[src/rtl/id_decode_stage.sv]
// id_decode_stage: IF/ID pipeline register with instruction decode, load-use hazard detection and flush/stall handling.
module id_decode_stage #(
  parameter int PC_W = 16
) (
  input  logic            clk,
  input  logic            rst,
  input  logic            if_valid,
  input  logic [15:0]     if_instr,
  input  logic [PC_W-1:0] if_pc,
  output logic            if_ready,
  input  logic            flush,
  input  logic            ex_stall,
  output logic            id_fire,
  output logic            id_valid,
  output logic [PC_W-1:0] id_pc,
  output logic [3:0]      opcode,
  output logic [2:0]      rd,
  output logic [2:0]      rs1,
  output logic [2:0]      rs2,
  output logic            immediate_signal,
  output logic [4:0]      I_immediate,
  output logic [8:0]      S_immediate,
  output logic            extOp,
  output logic            reg_write,
  output logic            is_load,
  output logic            is_store,
  output logic            illegal,
  output logic            load_use
);
  logic            valid_q, valid_d;
  logic [15:0]     instr_q, instr_d;
  logic [PC_W-1:0] pc_q, pc_d;
  logic            ex_is_load_q, ex_is_load_d;
  logic [2:0]      ex_rd_q, ex_rd_d;
  logic            r_type, uses_rs1, uses_rs2, uses_rd, capture;
  assign id_valid         = valid_q;
  assign id_pc            = pc_q;
  assign opcode           = instr_q[15:12];
  assign rd               = instr_q[11:9];
  assign rs1              = instr_q[8:6];
  assign rs2              = instr_q[5:3];
  assign I_immediate      = instr_q[4:0];
  assign S_immediate      = instr_q[8:0];
  assign r_type           = opcode <= 4'h2;
  assign immediate_signal = opcode == 4'h9;
  assign extOp            = (opcode == 4'h3) | (opcode >= 4'h5 && opcode <= 4'h9);
  assign illegal          = valid_q & (opcode >= 4'hA);
  assign reg_write        = valid_q & (r_type | opcode == 4'h3 | opcode == 4'h4 | opcode == 4'h5);
  assign is_load          = valid_q & (opcode == 4'h5);
  assign is_store         = valid_q & (opcode == 4'h6 | opcode == 4'h9);
  // SW/BEQ/BNE/SV read the rd field as a source register
  assign uses_rs1         = opcode <= 4'h8;
  assign uses_rs2         = r_type;
  assign uses_rd          = opcode >= 4'h6 && opcode <= 4'h9;
  assign load_use         = valid_q & ex_is_load_q & (|ex_rd_q) &
                            ((uses_rs1 & rs1 == ex_rd_q) | (uses_rs2 & rs2 == ex_rd_q) | (uses_rd & rd == ex_rd_q));
  assign id_fire          = valid_q & ~load_use & ~ex_stall & ~flush;
  assign if_ready         = ~valid_q | id_fire;
  assign capture          = ~flush & if_ready & if_valid;
  always_comb begin
    valid_d      = flush ? 1'b0 : (if_ready ? if_valid : valid_q);
    instr_d      = capture ? if_instr : instr_q;
    pc_d         = capture ? if_pc : pc_q;
    ex_is_load_d = flush ? 1'b0 : (id_fire ? is_load : (ex_stall ? ex_is_load_q : 1'b0));
    ex_rd_d      = flush ? 3'd0 : (id_fire ? rd : (ex_stall ? ex_rd_q : 3'd0));
  end
  always_ff @(posedge clk) begin
    if (rst) begin
      valid_q      <= 1'b0;
      instr_q      <= 16'h0000;
      pc_q         <= '0;
      ex_is_load_q <= 1'b0;
      ex_rd_q      <= 3'd0;
    end else begin
      valid_q      <= valid_d;
      instr_q      <= instr_d;
      pc_q         <= pc_d;
      ex_is_load_q <= ex_is_load_d;
      ex_rd_q      <= ex_rd_d;
    end
  end
endmodule
[config.mk]
export PLATFORM = sky130hd
export DESIGN_NAME = id_decode_stage
export DESIGN_NICKNAME = d
export VERILOG_FILES = /design/src/rtl/id_decode_stage.sv
export SDC_FILE = /design/constraint.sdc
export NUM_CORES = 1
export LEC_CHECK = 0
export CORE_AREA = 5 5 79 81
export DETAILED_ROUTE_END_ITERATION = 16
export DIE_AREA = 0 0 84 86
export PLACE_DENSITY_LB_ADDON = 0.2
export REMOVE_ABC_BUFFERS = 1
export SETUP_SLACK_MARGIN = 0.5
export SYNTH_ARGS = -nofsm -noshare
export SYNTH_HDL_FRONTEND = slang
export SYNTH_SLANG_ARGS = --single-unit
[constraint.sdc]
create_clock -name clk -period 1.5 [get_ports clk]
set_input_delay 0.225 -clock clk [delete_from_list [all_inputs] [get_ports clk]]
set_output_delay 0.225 -clock clk [all_outputs]
set_load 0.03 [all_outputs]
==> impl_metrics.csv <==
group,metric,value,unit
drt,routed_wl,5.90,mm
timing,fin_ws,-0.546,ns
timing,max_freq,489,MHz
setup_path,slowest_delay,0.35,ns
placed_design,dp_hpwl,4.00,mm
timing,clock_skew,0.00423,ns
setup_path,r2r-end,"ex_rd_q[1]",
clock_tree,cts_sinks,37,
global_route,grt_usage,15.8,%
placed_design,globalplace.congestion,0.746,
clock_tree,clock_latency,0.29,ns
synthesis,netlist_area,2000,sq um
global_route,grt_max_degree,33,
cells_and_area,stdcell_count,412,
setup_path,reg2reg_slack,-0.42,ns
pwr,p_sw_share,30.2,%
setup_path,crit_type,"flip-flop to output port",
global_route,grt_pass1_wl,9.46,mm
pwr,peakVddDrop,0.000429,V
cells_and_area,utilization,68.2,%
setup_path,worstPathMaxFanout,4,
setup_path,rr_startpoint,"instr_q[14]",
drt,vias,2019,
synthesis,yosysTopAreaCell,"dfxtp_1",
floorplan,core,5410,sq um
global_route,grt_overflow_total,0,
timing,fin_crit_sh,136,%
setup_path,crit_slowest_cell,"dfxtp_2",
pwr,pwr-share-comb,33.3,%
setup_path,path_common_cell,"buf_6",
setup_path,worst_setup_path_end_kind,"output port",
setup_path,cp.arrival,1.82,ns
timing,drv_slew,0,
cells_and_area,antennaDiodeCount,0,
floorplan,placementRows,27,
clock_tree,clockBufferDepth,2,
cells_and_area,finalInstanceArea,3690,sq um
placed_design,placed_area,3110,sq um
clock_tree,cts_root_buf,"clkbuf_8",
placed_design,port_buffers,89,
setup_path,r2r_cells,9,
clock_tree,cts_made_buffers,5,
cells_and_area,drive_gt1_share,53.5,%
floorplan,die_area,7220,sq um
pwr,power,2.70,mW
hold_path,hold_class,"flip-flop to flip-flop",
cells_and_area,fin_nets,377,
cells_and_area,register_area,796,sq um
synthesis,synth_top_area_share,37.1,%
clock_tree,h-tree-depth,2,
synthesis,synth-warning-count,0,
synthesis,ys_ff_latch,37,
drt,drtIter0Drc,36,
cells_and_area,fillers,465,
timing,hold_violations,0,
floorplan,die_x,84,um
timing,setup_viol,46,
drt,drt.antenna.violating_nets,0,
clock_tree,cts.clk_slew.worst_paths,0.07,ns
hold_path,worst_hold_path.endpoint,"id_pc[8]",
pwr,p_sw,0.817,mW
timing,relSlewSlack,73.6,%
setup_path,path_cells,"buf_6 > and3b_2 > o2111ai_4 > a31oi_4 > nor4_4 > nand2b_1 > buf_6",
drt,drc,0,
hold_path,hold_path_depth,2,
drt,first_pass_iters,4,
clock_tree,tritoncts,"done",
setup_path,start_kind,"flip-flop",
floorplan,io-pin-count,90,
timing,layout_min_cycle_time,2.05,ns
synthesis,post_synth.cell_area_avg,9.37,sq um
job,drv_cap,0,
synthesis,ys_top_cells_by_area,"dfxtp_1, a21bo_1, a21oi_1",
pwr,p_seq_share,40.7,%
drt,avgRoutedWirePerCell,14.3,um
pwr,leakagePower,1.53,nW
pwr,pwr_density_cell,733,nW/um^2
synthesis,syn_inst,213,
synthesis,ys_seq_area_share,37.1,%
drt,routed_via_density,4.90,
global_route,grt_pass1_vias,1910,
hold_path,hp-start,"id_pc[8]",
timing,rsz0062_at_grt,"true",
setup_path,worstPathRequired,1.27,ns
cells_and_area,multi_input_area,1140,sq um
pwr,p_clk_share,26.1,%
global_route,grt_antenna_before_repair,0,
status,violations,"negative setup slack",
timing,worst_pin_slew,0.396,ns
floorplan,die_h,86,um
floorplan,start_util,36.9,%
synthesis,ys_types,34,
placed_design,dpl.cell_count,385,
pwr,p_int,1.89,mW
cells_and_area,areaGrowthSynthToFinish,84.8,%
clock_tree,cts_hold_buffers,0,
status,outcome,"complete, but fails checks",
## metrics by stage
step	setup WS [ns]	hold WS, ns	setup TNS [ns]
2_1_floorplan	-1.57	0.294	-46.83
3_3_place_gp	-0.362	0.454	-12.10
3_5_place_dp	-0.369	0.460	-12.28
4_1_cts	-0.536	0.475	-14.88
5_1_grt	-0.649	0.497	-20.44
6_report	-0.546	0.473	-16.33
## worst max-delay path by stage
stage | startpoint | endpoint | slack [ns]
global placement | ex_rd_q[1] | if_ready | -0.36
floorplan | instr_q[3] | if_ready | -1.57
CTS | instr_q[14] | if_ready | -0.54
detailed placement | ex_rd_q[1] | if_ready | -0.37
global route | instr_q[14] | if_ready | -0.65
finish | instr_q[14] | if_ready | -0.55
## state kept, by name, indices dropped and copies added (netlist names)
name / flops
ex_is_load_q: 1
id_valid: 1
instr_q: 16
id_pc: 16
ex_rd_q: 3
## power by group through the flow
| stage | clock [mW] | sequential, mW | combinational, mW |
|---|---|---|---|
| after global routing | 0.771 | 1.11 | 0.953 |
| after global placement | 0 | 1.10 | 0.786 |
| after floorplan | 0 | 1.26 | 0.216 |
| final | 0.706 | 1.10 | 0.899 |
| after CTS | 0.725 | 1.10 | 0.881 |
| after detailed placement | 0 | 1.10 | 0.792 |
## routing by layer
metal | vias to the layer above | global-route usage, % | wire [um]
met5 | - | 0 | 0
met1 | 930 | 18.9 | 2490
met2 | 68 | 26.9 | 2850
met3 | 7 | 6.72 | 513
met4 | 0 | 3.07 | 46
li1 | 1014 | - | -
## synthesized netlist by cell type, drive strengths merged
library cell  number
dfxtp             37
a21oi             35
a21bo             32
nand3             32
buf               25
xnor2              9
clkbuf             8
nor2               5
a32o               4
nand4              3
a211oi             2
inv                2
nand2b             2
nor3               2
nor4b              2
o21ai              2
a31oi              1
and3b              1
nand2              1
nand3b             1
nor3b              1
nor4               1
o2111ai            1
o211a              1
o311ai             1
o31ai              1
or2                1
## what timing repair did
| item | 4_1_cts | 5_1_grt |
|---|---|---|
| cloned | 2 | 0 |
| endpoints found under the setup margin | 90 | 89 |
| resized for setup | 370 | 16 |
| hold endpoints to repair | 0 | 0 |
| pin swaps | 7 | 4 |
| buffers inserted | 11 | 7 |
## cell families after synthesis
group / after synthesis / synth area share [%]
AOI/OAI and AO/OA: 80 / 32.4
buffers and inverters: 35 / 11.3
xor gates and xnor gates: 9 / 3.95
DFF: 37 / 37.1
and+or+nand+nor: 52 / 15.2
## layout by cell type (no fill, tap or decap), types with 4 or more instances in the layout
cell type / Yosys / routed
buf_6: 4 / 74
buf_4: 15 / 38
clkdlybuf4s50_1: 0 / 36
a21oi_1: 34 / 32
nand3_1: 32 / 32
dfxtp_2: 0 / 29
a21bo_1: 28 / 28
xnor2_1: 9 / 7
clkbuf_8: 0 / 6
nor2_1: 5 / 5
dfxtp_4: 0 / 5
a32o_1: 4 / 4
a21bo_2: 4 / 4
## final cells by class
class,instances,share of cell area [%]
Sequential cell,37,21.6
Multi-Input combinational cell,141,30.9
Timing Repair Buffer,153,42.5
Clock buffer,7,2.34
Tap cell,72,2.44
Inverter,2,0.204
## critical path, delay by kind of cell (launching register included)
family | cells | cell delay (ns)
AO/OA/AOI/OAI | 2 | 0.38
flip-flops | 1 | 0.35
buffers and inverters | 2 | 0.26
AND/OR/NAND/NOR | 3 | 0.53
No activity file was read; power rests on OpenSTA's default activity.
